`config.mk`:
```
export PLATFORM = sky130hd
export DESIGN_NAME = sync_fifo_param_flat
export DESIGN_NICKNAME = d
export VERILOG_FILES = /design/src/rtl/sync_fifo_param_if.sv /design/src/rtl/sync_fifo_param.sv /design/src/flat_wrapper.sv
export SDC_FILE = /design/constraint.sdc
export NUM_CORES = 1
export LEC_CHECK = 0
export CELL_PAD_IN_SITES_DETAIL_PLACEMENT = 1
export CELL_PAD_IN_SITES_GLOBAL_PLACEMENT = 1
export CORE_MARGIN = 3
export CORE_UTILIZATION = 49
export CTS_CLUSTER_DIAMETER = 30
export DETAILED_ROUTE_END_ITERATION = 12
export GPL_TIMING_DRIVEN = 0
export PLACE_DENSITY = 0.81
export SETUP_SLACK_MARGIN = 0.15
export SLEW_MARGIN = 20
export SYNTH_ARGS = -nofsm -noshare
export SYNTH_HDL_FRONTEND = slang
export SYNTH_SLANG_ARGS = --single-unit
export TNS_END_PERCENT = 100
```
`constraint.sdc`:
```
create_clock -name clk -period 3.55 [get_ports clk]
set_clock_uncertainty 0.1 [all_clocks]
set_input_delay 0.8875 -clock clk [delete_from_list [all_inputs] [get_ports clk]]
set_output_delay 0.8875 -clock clk [all_outputs]
set_load 0.05 [all_outputs]
```
`src/rtl/sync_fifo_param_if.sv`:
```
// sync_fifo_param_if: handshake, data and status bundle for sync_fifo_param.
// The master modport is the user side of the queue; the slave modport is the
// FIFO side. The clock and reset stay as plain ports on the FIFO itself.
interface sync_fifo_param_if #(
    parameter int DATA_WIDTH = 16,
    parameter int ADDR_WIDTH = 5
);
    logic                  we;
    logic                  re;
    logic                  flush;
    logic                  clr_err;
    logic [DATA_WIDTH-1:0] data_in;
    logic [DATA_WIDTH-1:0] data_out;
    logic                  empty_bar;
    logic                  full_bar;
    logic                  almost_full;
    logic                  almost_empty;
    logic [ADDR_WIDTH:0]   fillcount;
    logic                  overflow;
    logic                  underflow;

    modport master (
        output we, re, flush, clr_err, data_in,
        input  data_out, empty_bar, full_bar, almost_full, almost_empty,
               fillcount, overflow, underflow
    );

    modport slave (
        input  we, re, flush, clr_err, data_in,
        output data_out, empty_bar, full_bar, almost_full, almost_empty,
               fillcount, overflow, underflow
    );
endinterface

```
`src/rtl/sync_fifo_param.sv`:
```
// sync_fifo_param: single-clock FIFO with a generic width and depth,
// almost-full/almost-empty thresholds, a same-cycle read+write at full,
// a synchronous flush and sticky overflow/underflow flags.
// Optional feature macro: SYNC_FIFO_FWFT_EN selects first-word-fall-through
// reads (data_out shows the head word combinationally). When the macro is not
// defined, reads are registered with a latency of one clock.
module sync_fifo_param #(
    parameter int DATA_WIDTH = 16,
    parameter int ADDR_WIDTH = 5,
    parameter int AF_THRESH  = 28,
    parameter int AE_THRESH  = 4
) (
    input  logic                  clk,
    input  logic                  reset_n,
    sync_fifo_param_if.slave      bus
);

    localparam int DEPTH = 1 << ADDR_WIDTH;
    localparam int PTR_W = ADDR_WIDTH + 1;

    localparam logic [PTR_W-1:0] AF_LVL = PTR_W'(AF_THRESH);
    localparam logic [PTR_W-1:0] AE_LVL = PTR_W'(AE_THRESH);

    // Storage is deliberately left out of reset.
    logic [DATA_WIDTH-1:0] mem [DEPTH];

    // The extra MSB on each pointer is the wrap bit that tells full from empty.
    logic [PTR_W-1:0]      wr_ptr;
    logic [PTR_W-1:0]      rd_ptr;
    logic [PTR_W-1:0]      fill;

    logic                  empty;
    logic                  full;
    logic                  renq_raw;
    logic                  wenq_raw;
    logic                  renq;
    logic                  wenq;
    logic                  ovf_set;
    logic                  unf_set;
    logic                  overflow_r;
    logic                  underflow_r;

    // Status is decoded purely from the registered pointers.
    assign empty = (wr_ptr == rd_ptr);
    assign full  = (wr_ptr[ADDR_WIDTH] != rd_ptr[ADDR_WIDTH]) &&
                   (wr_ptr[ADDR_WIDTH-1:0] == rd_ptr[ADDR_WIDTH-1:0]);
    assign fill  = wr_ptr - rd_ptr;

    // A read frees a slot in the same cycle, so a write at full is accepted
    // when it is paired with an accepted read. At empty the read loses.
    assign renq_raw = bus.re & ~empty;
    assign wenq_raw = bus.we & (~full | renq_raw);

    // A flush cycle masks every request and every error condition.
    assign renq    = renq_raw & ~bus.flush;
    assign wenq    = wenq_raw & ~bus.flush;
    assign ovf_set = bus.we & ~wenq_raw & ~bus.flush;
    assign unf_set = bus.re & ~renq_raw & ~bus.flush;

    // Pointer update: flush drops everything stored by catching rd up to wr.
    always_ff @(posedge clk or negedge reset_n) begin
        if (!reset_n) begin
            wr_ptr <= '0;
            rd_ptr <= '0;
        end else if (bus.flush) begin
            rd_ptr <= wr_ptr;
        end else begin
            if (wenq) wr_ptr <= wr_ptr + PTR_W'(1);
            if (renq) rd_ptr <= rd_ptr + PTR_W'(1);
        end
    end

    // Storage write on every accepted write.
    always_ff @(posedge clk) begin
        if (wenq) mem[wr_ptr[ADDR_WIDTH-1:0]] <= bus.data_in;
    end

    // Sticky error flags: a new error in the same cycle as clr_err wins.
    always_ff @(posedge clk or negedge reset_n) begin
        if (!reset_n) begin
            overflow_r  <= 1'b0;
            underflow_r <= 1'b0;
        end else if (!bus.flush) begin
            if (ovf_set)          overflow_r  <= 1'b1;
            else if (bus.clr_err) overflow_r  <= 1'b0;
            if (unf_set)          underflow_r <= 1'b1;
            else if (bus.clr_err) underflow_r <= 1'b0;
        end
    end

`ifdef SYNC_FIFO_FWFT_EN
    // Head word is shown directly; it is only meaningful while not empty.
    assign bus.data_out = mem[rd_ptr[ADDR_WIDTH-1:0]];
`else
    logic [DATA_WIDTH-1:0] data_out_p1;

    // Registered read: the word leaves storage one clock after the request
    // and is held until the next accepted read.
    always_ff @(posedge clk or negedge reset_n) begin
        if (!reset_n) begin
            data_out_p1 <= '0;
        end else if (renq) begin
            data_out_p1 <= mem[rd_ptr[ADDR_WIDTH-1:0]];
        end
    end

    assign bus.data_out = data_out_p1;
`endif

    assign bus.empty_bar    = ~empty;
    assign bus.full_bar     = ~full;
    assign bus.fillcount    = fill;
    assign bus.almost_full  = (fill >= AF_LVL);
    assign bus.almost_empty = (fill <= AE_LVL);
    assign bus.overflow     = overflow_r;
    assign bus.underflow    = underflow_r;

endmodule

```
`src/flat_wrapper.sv`:
```
// flat-port wrapper written by rule: the top's interface ports become plain ports
module sync_fifo_param_flat 
#(
    parameter int DATA_WIDTH = 16,
    parameter int ADDR_WIDTH = 5,
    parameter int AF_THRESH  = 28,
    parameter int AE_THRESH  = 4
)
  (clk, reset_n, bus_we, bus_re, bus_flush, bus_clr_err, bus_data_in, bus_data_out, bus_empty_bar, bus_full_bar, bus_almost_full, bus_almost_empty, bus_fillcount, bus_overflow, bus_underflow);
  sync_fifo_param_if #(.DATA_WIDTH(DATA_WIDTH), .ADDR_WIDTH(ADDR_WIDTH)) bus_i ();
  input  logic clk;
  input  logic reset_n;
  input wire logic [$bits(bus_i.we)-1:0] bus_we;
  input wire logic [$bits(bus_i.re)-1:0] bus_re;
  input wire logic [$bits(bus_i.flush)-1:0] bus_flush;
  input wire logic [$bits(bus_i.clr_err)-1:0] bus_clr_err;
  input wire logic [$bits(bus_i.data_in)-1:0] bus_data_in;
  output wire logic [$bits(bus_i.data_out)-1:0] bus_data_out;
  output wire logic [$bits(bus_i.empty_bar)-1:0] bus_empty_bar;
  output wire logic [$bits(bus_i.full_bar)-1:0] bus_full_bar;
  output wire logic [$bits(bus_i.almost_full)-1:0] bus_almost_full;
  output wire logic [$bits(bus_i.almost_empty)-1:0] bus_almost_empty;
  output wire logic [$bits(bus_i.fillcount)-1:0] bus_fillcount;
  output wire logic [$bits(bus_i.overflow)-1:0] bus_overflow;
  output wire logic [$bits(bus_i.underflow)-1:0] bus_underflow;
  assign bus_i.we = bus_we;
  assign bus_i.re = bus_re;
  assign bus_i.flush = bus_flush;
  assign bus_i.clr_err = bus_clr_err;
  assign bus_i.data_in = bus_data_in;
  assign bus_data_out = bus_i.data_out;
  assign bus_empty_bar = bus_i.empty_bar;
  assign bus_full_bar = bus_i.full_bar;
  assign bus_almost_full = bus_i.almost_full;
  assign bus_almost_empty = bus_i.almost_empty;
  assign bus_fillcount = bus_i.fillcount;
  assign bus_overflow = bus_i.overflow;
  assign bus_underflow = bus_i.underflow;
  sync_fifo_param #(.DATA_WIDTH(DATA_WIDTH), .ADDR_WIDTH(ADDR_WIDTH), .AF_THRESH(AF_THRESH), .AE_THRESH(AE_THRESH)) u_core (.clk(clk), .reset_n(reset_n), .bus(bus_i));
endmodule
```
---- After elaboration in Yosys (flattened, before gate mapping) ----
Memory sizes are Yosys's and may differ from the RTL's. A register that Yosys moved wholly into a read port is not among the register bits.
Index checks and enable logic that the tools add are counted.
word-level totals
  register bits ........................... 14
  RAM bits ................................ 512
  input bits .............................. 22
  word-level logic and storage cells ...... 42
  memories ................................ 1
memory list
  memory      depth  bits a word  read ports  clocked after Yosys merged registers in  wr ports  RTL line               RTL
  u_core.mem  32     16           1           1                                        1         sync_fifo_param.sv:25  logic [DATA_WIDTH-1:0] mem [DEPTH];
cells by class
  $add $sub $neg .......................... 3
  $lt $le $gt $ge ......................... 2
  eq/ne operators ......................... 3
  muxes and demuxes ....................... 7
  bitwise logic cells ..................... 14
  reductions and logical operators ........ 8
operators by type and width
  cell                                                                                 number
  6-bit by 1-bit adder with 6-bit output, second input constant                        2
  6-bit two-way mux                                                                    2
  1-bit bitwise AND                                                                    8
  6-bit == test                                                                        1
  6-bit by 5-bit greater-or-equal comparator with 1-bit output, second input constant  1
  6-bit by 3-bit less-or-equal comparator with 1-bit output, second input constant     1
  2-bit AND reduction                                                                  3
  2-bit nonzero test                                                                   3
  6-bit subtractor                                                                     1
  5-bit == test                                                                        1
  1-bit two-way mux                                                                    5
  1-bit inverter                                                                       5
  1-bit logical AND                                                                    1
  1-bit zero test                                                                      1
  1-bit != test                                                                        1
  1-bit bitwise OR                                                                     1

---- Depth between registers and ports, before layout ----
Gate-level depths: netlist (run 1).
  word-level depth ........................ 10
  depth in mapped cells ................... 13
  depth with buffers taken out ............ 9

---- Least setup slack after synthesis (run 1) ----
OpenSTA, ideal clock, no wires.
  kind .................................... reg2out
  start point ............................. register u_core.rd_ptr[3]
  end point ............................... output port bus_almost_empty
  arrival ................................. 3.971 ns
  required time ........................... 2.562 ns
  slack ................................... -1.408 ns
  stages on the path, launching flop included .. 10
  path buffers ............................ 3
  path through ............................ dfrtp_1 > buf_2 > inv_1 > buf_2 > clkbuf_1 > ha_1 > a21boi_0 > o211ai_1 > nand3_1 > nor4b_1
on the way
  word-level cells in the longest chain between the ends .. 2
RTL lines
  what                                                       RTL line                RTL
  start, declared                                            sync_fifo_param.sv:29   logic [PTR_W-1:0] rd_ptr;
  start signal, assigned                                     sync_fifo_param.sv:66   rd_ptr <= wr_ptr;
  start signal, assigned                                     sync_fifo_param.sv:69   if (renq) rd_ptr <= rd_ptr + PTR_W'(1);
  6-bit subtractor                                           sync_fifo_param.sv:47   assign fill = wr_ptr - rd_ptr;
  via bus_fillcount[5]                                       flat_wrapper.sv:23      output wire logic [$bits(bus_i.fillcount)-1:0] bus_fillcount;
  6-bit by 3-bit less-or-equal comparator with 1-bit output  sync_fifo_param.sv:114  assign bus.almost_empty = (fill <= AE_LVL);
  end, declared                                              flat_wrapper.sv:22      output wire logic [$bits(bus_i.almost_empty)-1:0] bus_almost_empty;
The timed path passes the listed nets, and every way through them passes these cells.

---- Worst setup path after layout (run 1) ----
  start point ............................. register u_core.rd_ptr[3]
  end point ............................... output port bus_almost_empty
on the way
  word-level cells in the longest chain between the ends .. 2
RTL lines
  what                                                       RTL line
  6-bit subtractor                                           sync_fifo_param.sv:47
  6-bit by 3-bit less-or-equal comparator with 1-bit output  sync_fifo_param.sv:114
No other way between the ends.

==> impl_metrics.ini, run 1 <==
[sta]
rsz0062_at_grt = true
layout_setup_ws_ns = -0.180
drv_slew = 0
period_needed_ns = 3.73
worst_slew_pin_slew_ns = 0.918
min_period_over_period = 1.05
timing.fmax_mhz = 268
finalHoldViolCount = 0
slew_headroom = 0.388
finalSetupViolCount = 3

[route]
drc = 0
num_vias = 13000
vias_per_cell = 6.56
post_drt_wl_per_cell_um = 35.4
drt_wl_total_mm = 70.1
drtPass1Iterations = 5
ant_nets = 0
drtIter0Drc = 1903

[final_layout]
fin_area_mm2 = 0.0269
final_net_count = 1357
n_antenna_cell = 0
area_growth_pct = 26.2
layout_commonest_cell = edfxtp_1
final_cell_mix = edfxtp_1 (512), clkbuf_16 (104), nand2_1 (83)
drive_gt1_frac = 0.323
seq_area_mm2 = 0.0161
n_fill_cell = 3564
multi_input_area_mm2 = 0.00516

[floorplanning]
core.rowCount = 75
num_io_pins = 50
core_area_mm2 = 0.0425
chipWidth_um = 215
start_util = 0.502
die-area_mm2 = 0.0461
die_y_um = 215

[yosys]
ys.flop_type = edfxtp_1
avgSynthCellArea_um2 = 19.2
ys_ff_latch = 542
ys_warn_count = 0
synth_top_area_cell = edfxtp_1
synth_top_area_frac = 0.720
synth_cell_types = 50
syn_area_mm2 = 0.0214
ys_top_cells_by_area = edfxtp_1 (72%), mux4_2 (8.4%), mux2i_1 (3.7%)
synth_edf_count = 512
async_flop_share = 0.0554
synth_cells = 1115
ys_seq_area_frac = 0.755
syn_nets = 1148

[clock_tree]
clockRootBuffer = clkbuf_16
cts_buffer_depth = 3
cts_sinks = 542
clk_latency_ns = 0.64
cts_max_level = 3
cts_tree = yes
clkTransAtPathRegs_ns = 0.07
cts_buffers = 103

[pwr]
seqPwrFrac = 0.294
p_sw_frac = 0.351
leakagePower_uw = 0.00911
p_clk_frac = 0.375
p_int_uw = 16800
ir_worst_vdd_mv = 0.631
power_density_mw_per_mm2 = 961
p_sw_uw = 9080
combPwrFrac = 0.331

[setup_path]
critical_path_class = reg -> out
rrSetupSlack_ns = 0.12
arrival_ns = 2.74
cp-end-kind = primary output
start_kind = flip-flop
crit_required_ns = 2.56
cp_max_fo = 3

[placement]
place.gp.congestion = 0.835
port_buffers = 49
place_ws_ns = -0.813
dpl_cell_area_mm2 = 0.0230
dpl.hpwl_mm = 37.1

[grt]
grt_pass1_vias = 13800
antenna_found_initial = 1
grt_usage = 0.303
grt-ovfl-total = 0
grt_pass1_wl_mm = 101
grt_max_degree = 33

[run_status]
outcome = finished with violations
violations = setup timing

[job]
maxCapViolCount = 0

[hold_path]
worstHoldPathType = reg -> reg
-- path summary, 6_finish.rpt --
path                                               end  cells past startpoint              startpoint
worst max-delay path                  bus_almost_empty                      9        u_core.rd_ptr[3]
worst min-delay path            u_core.bus.data_out[4]                      2  u_core.bus.data_out[4]
worst max register to register        u_core.mem[8][5]                     13        u_core.rd_ptr[3]
worst min register to register  u_core.bus.data_out[4]                      2  u_core.bus.data_out[4]
max in group asynchronous             u_core.wr_ptr[1]                      3                 reset_n
min in group asynchronous         u_core.bus.underflow                      2                 reset_n
-- cells in the mapped netlist, types with 2 or more instances --
library cell,instances
clkbuf_1,24
buf_4,5
mux4_2,80
nand4_1,3
xor2_1,2
a221oi_1,16
inv_1,9
o221ai_1,31
dfrtp_1,30
nand3_1,5
a21oi_1,4
o31ai_1,16
buf_2,10
xnor2_1,9
or3b_2,2
buf_12,2
ha_1,10
o21ai_0,25
nor2_1,58
o21ai_1,3
mux2_2,16
buf_1,3
buf_8,3
nand3b_1,2
edfxtp_1,512
nand2_1,88
buf_6,14
a211oi_1,32
mux2i_1,80
-- sequential cells by signal, summed over array words and instances (netlist names) --
signal and cells:
u_core.bus.overflow 1, u_core.bus.underflow 1, u_core.wr_ptr 6, u_core.mem 512, u_core.bus.data_out 16, u_core.rd_ptr 6
-- power by group through the flow --
| stage | Sequential (µW) | Clock, µW | Combinational [µW] |
|---|---|---|---|
| floorplan | 7890 | 0 | 4490 |
| CTS | 7570 | 9640 | 8030 |
| global placement | 7650 | 0 | 6850 |
| detailed placement | 7670 | 0 | 7150 |
| finish | 7620 | 9710 | 8560 |
| global route | 7620 | 10100 | 8860 |
-- repair_timing --
item,in CTS,in global routing
hold buffers,1,0
setup buffers,19,8
gates cloned,0,0
pin swaps,11,8
hold endpoints to repair,2,0
resized for setup,127,13
endpoints found under the setup margin,522,35
-- critical path: stages, from the launching register on --
cell	delay, ns
dfrtp_1	0.45
buf_6	0.16
inv_6	0.04
buf_8	0.12
ha_4	0.25
a21boi_4	0.15
o211ai_1	0.32
nand3_4	0.15
nor4b_4	0.25
buf_6	0.19
-- stage by stage --
stage / hold WS (ns) / total power [µW] / std cells / setup TNS, ns / utilization
floorplan: 0.410 / 12400 / 1115 / 0 / -
global placement: 0.366 / 14500 / 1741 / -484.20 / 0.533
finish: 0.448 / 25900 / 1983 / -0.385 / 0.634
CTS: 0.436 / 25200 / 1976 / -0.149 / 0.633
detailed placement: 0.395 / 14800 / 1769 / -256.64 / 0.542
global route: 0.463 / 26500 / 1983 / -0.401 / 0.634
-- area by class of cell --
type | count | share of cell area
multi-input cells | 501 | 0.191
well taps | 577 | 0.0268
repair buffers | 105 | 0.0368
clock inverters | 71 | 0.0276
plain buffers | 60 | 0.0179
flip-flops and latches | 542 | 0.599
clock buffers | 116 | 0.0983
inverters | 11 | 0.00255
-- layer usage --
metal	global-route usage	wire, µm
met5	0	0
met4	0.135	3600
met3	0.0696	6390
met2	0.493	34200
met1	0.393	26000
-- kinds of logic (layout without fill, tap and decap cells) --
group / after synthesis / in the layout / synth area share
buffers and inverters: 72 / 363 / 0.0221
flip-flops: 542 / 542 / 0.755
AND/OR/NAND/NOR: 170 / 170 / 0.0349
AO/OA/AOI/OAI: 132 / 132 / 0.0455
XOR/XNOR: 12 / 12 / 0.00527
multiplexers: 176 / 176 / 0.130
adder cells (fa/ha/maj): 11 / 11 / 0.00680
(Power assumes the default switching activity.)
==> run 2: changes to the inputs <==
- CTS_CLUSTER_DIAMETER: 30 -> unset
==> impl_metrics.ini, run 2 (same netlist as run 1, synthesis figures left out) <==
[grt]
grt_usage = 0.256
grt-ovfl-total = 0
grt_pass1_wl_mm = 86.6
antenna_found_initial = 1
grt_pass1_vias = 12400
grt_max_degree = 33

[sta]
slew_headroom = 0.434
period_needed_ns = 3.71
timing.fmax_mhz = 270
finalSetupViolCount = 3
layout_setup_ws_ns = -0.156
rsz0062_at_grt = true
drv_slew = 0
finalHoldViolCount = 0
hold_slack_ns = 0.429
min_period_over_period = 1.04
worst_slew_pin_slew_ns = 0.849

[clock_tree]
cts_sinks = 542
cts_buffers = 54
clockRootBuffer = clkbuf_16
cts_buffer_depth = 3
cts_max_level = 2
cts_tree = yes
clk_latency_ns = 0.61
clkTransAtPathRegs_ns = 0.07

[pwr]
leakagePower_uw = 0.00830
power_density_mw_per_mm2 = 846
ir_worst_vdd_mv = 0.776

[final_layout]
drive_gt1_frac = 0.278
final_cell_mix = edfxtp_1 (512), nand2_1 (83), mux4_2 (80), mux2i_1 (80), clkbuf_16 (55)
fin_cells = 1896
layout_commonest_cell = edfxtp_1
area_growth_pct = 18.2
final_net_count = 1310
n_antenna_cell = 0
largest_register_ffs = 512
n_fill_cell = 3703

[placement]
dpl.hpwl_mm = 37.1
port_buffers = 49
place.gp.congestion = 0.835
placed_cells = 1769

[setup_path]
arrival_ns = 2.72
crit_required_ns = 2.56
cp-end-kind = primary output
cp_max_fo = 3
r2r_cells = 14
start_kind = flip-flop
critical_path_class = reg -> out

[job]
maxCapViolCount = 0

[floorplanning]
chipWidth_um = 215
start_util = 0.502
die_y_um = 215
core_area_mm2 = 0.0425
num_io_pins = 50
die-area_mm2 = 0.0461
core.rowCount = 75

[run_status]
violations = setup timing
outcome = finished with violations

[route]
drtPass1Iterations = 5
drc = 0
vias_per_cell = 6.35
drt_wl_total_mm = 60.6
ant_nets = 0
post_drt_wl_per_cell_um = 31.9
num_vias = 12000
drtIter0Drc = 1618

[hold_path]
whs_path_depth = 1
worstHoldPathType = reg -> reg
==> run 2: cell type report <==
| type | instances | area [µm²] | area share |
|---|---|---|---|
| sequential | 542 | 16100 | 0.639 |
| clock inverter | 21 | 156 | 0.00620 |
| clock buffer | 77 | 1520 | 0.0602 |
| timing repair buffer | 107 | 1010 | 0.0399 |
| buffer | 60 | 480 | 0.0190 |
| multi-input combinational | 501 | 5160 | 0.204 |
| inverter | 11 | 63.8 | 0.00253 |
| tap | 577 | 722 | 0.0286 |
==> run 2: repair_timing <==
item,CTS,global route
endpoints found under the setup margin,521,83
pin swaps,10,5
buffers inserted,20,9
hold endpoints to repair,2,0
hold buffers,1,0
resized for setup,124,17
==> run 2: worst paths after layout <==
check | start | to | slack, ns
hold reg to reg | u_core.bus.overflow | u_core.bus.overflow | 0.43
setup reg to reg | u_core.rd_ptr[3] | u_core.mem[11][8] | 0.13
setup / recovery | u_core.wr_ptr[0] | bus_almost_empty | -0.16
hold / removal | u_core.bus.overflow | u_core.bus.overflow | 0.43
max in group asynchronous | reset_n | u_core.bus.data_out[9] | 2.40
min in group asynchronous | reset_n | u_core.bus.overflow | 0.53
==> run 2: metrics by stage <==
stage                     setup slack (ns)  instance area, µm²   util  total power, µW  TNS (ns)
after floorplan                      0.138               21500      -            12400         0
after global placement               -1.07               22700  0.533            14500   -484.20
after detailed placement            -0.813               23000  0.542            14800   -256.64
after CTS                          -0.0648               25200  0.592            20800   -0.0648
after global routing                -0.240               25200  0.594            22100    -0.639
final                               -0.156               25200  0.594            21400    -0.349
==> run 2: critical path, cell delays in order (launching register included) <==
cell	delay (ns)
dfrtp_2	0.42
inv_4	0.07
ha_4	0.13
inv_2	0.05
fa_2	0.41
nand2_2	0.08
nand2_2	0.07
a21oi_4	0.22
xnor2_4	0.13
nor4b_4	0.32
buf_6	0.20
==> run 2: where the power goes <==
group,internal (µW),total (µW),switching [µW]
Combinational,3230,8340,5110
Clock,3050,5440,2390
Sequential,7330,7570,242
==> run 2: per-layer routing <==
layer,share of wire,GRT usage
met1,0.39,0.349
met2,0.49,0.424
met4,0.034,0.0732
met5,0.00021,0
met3,0.087,0.0524
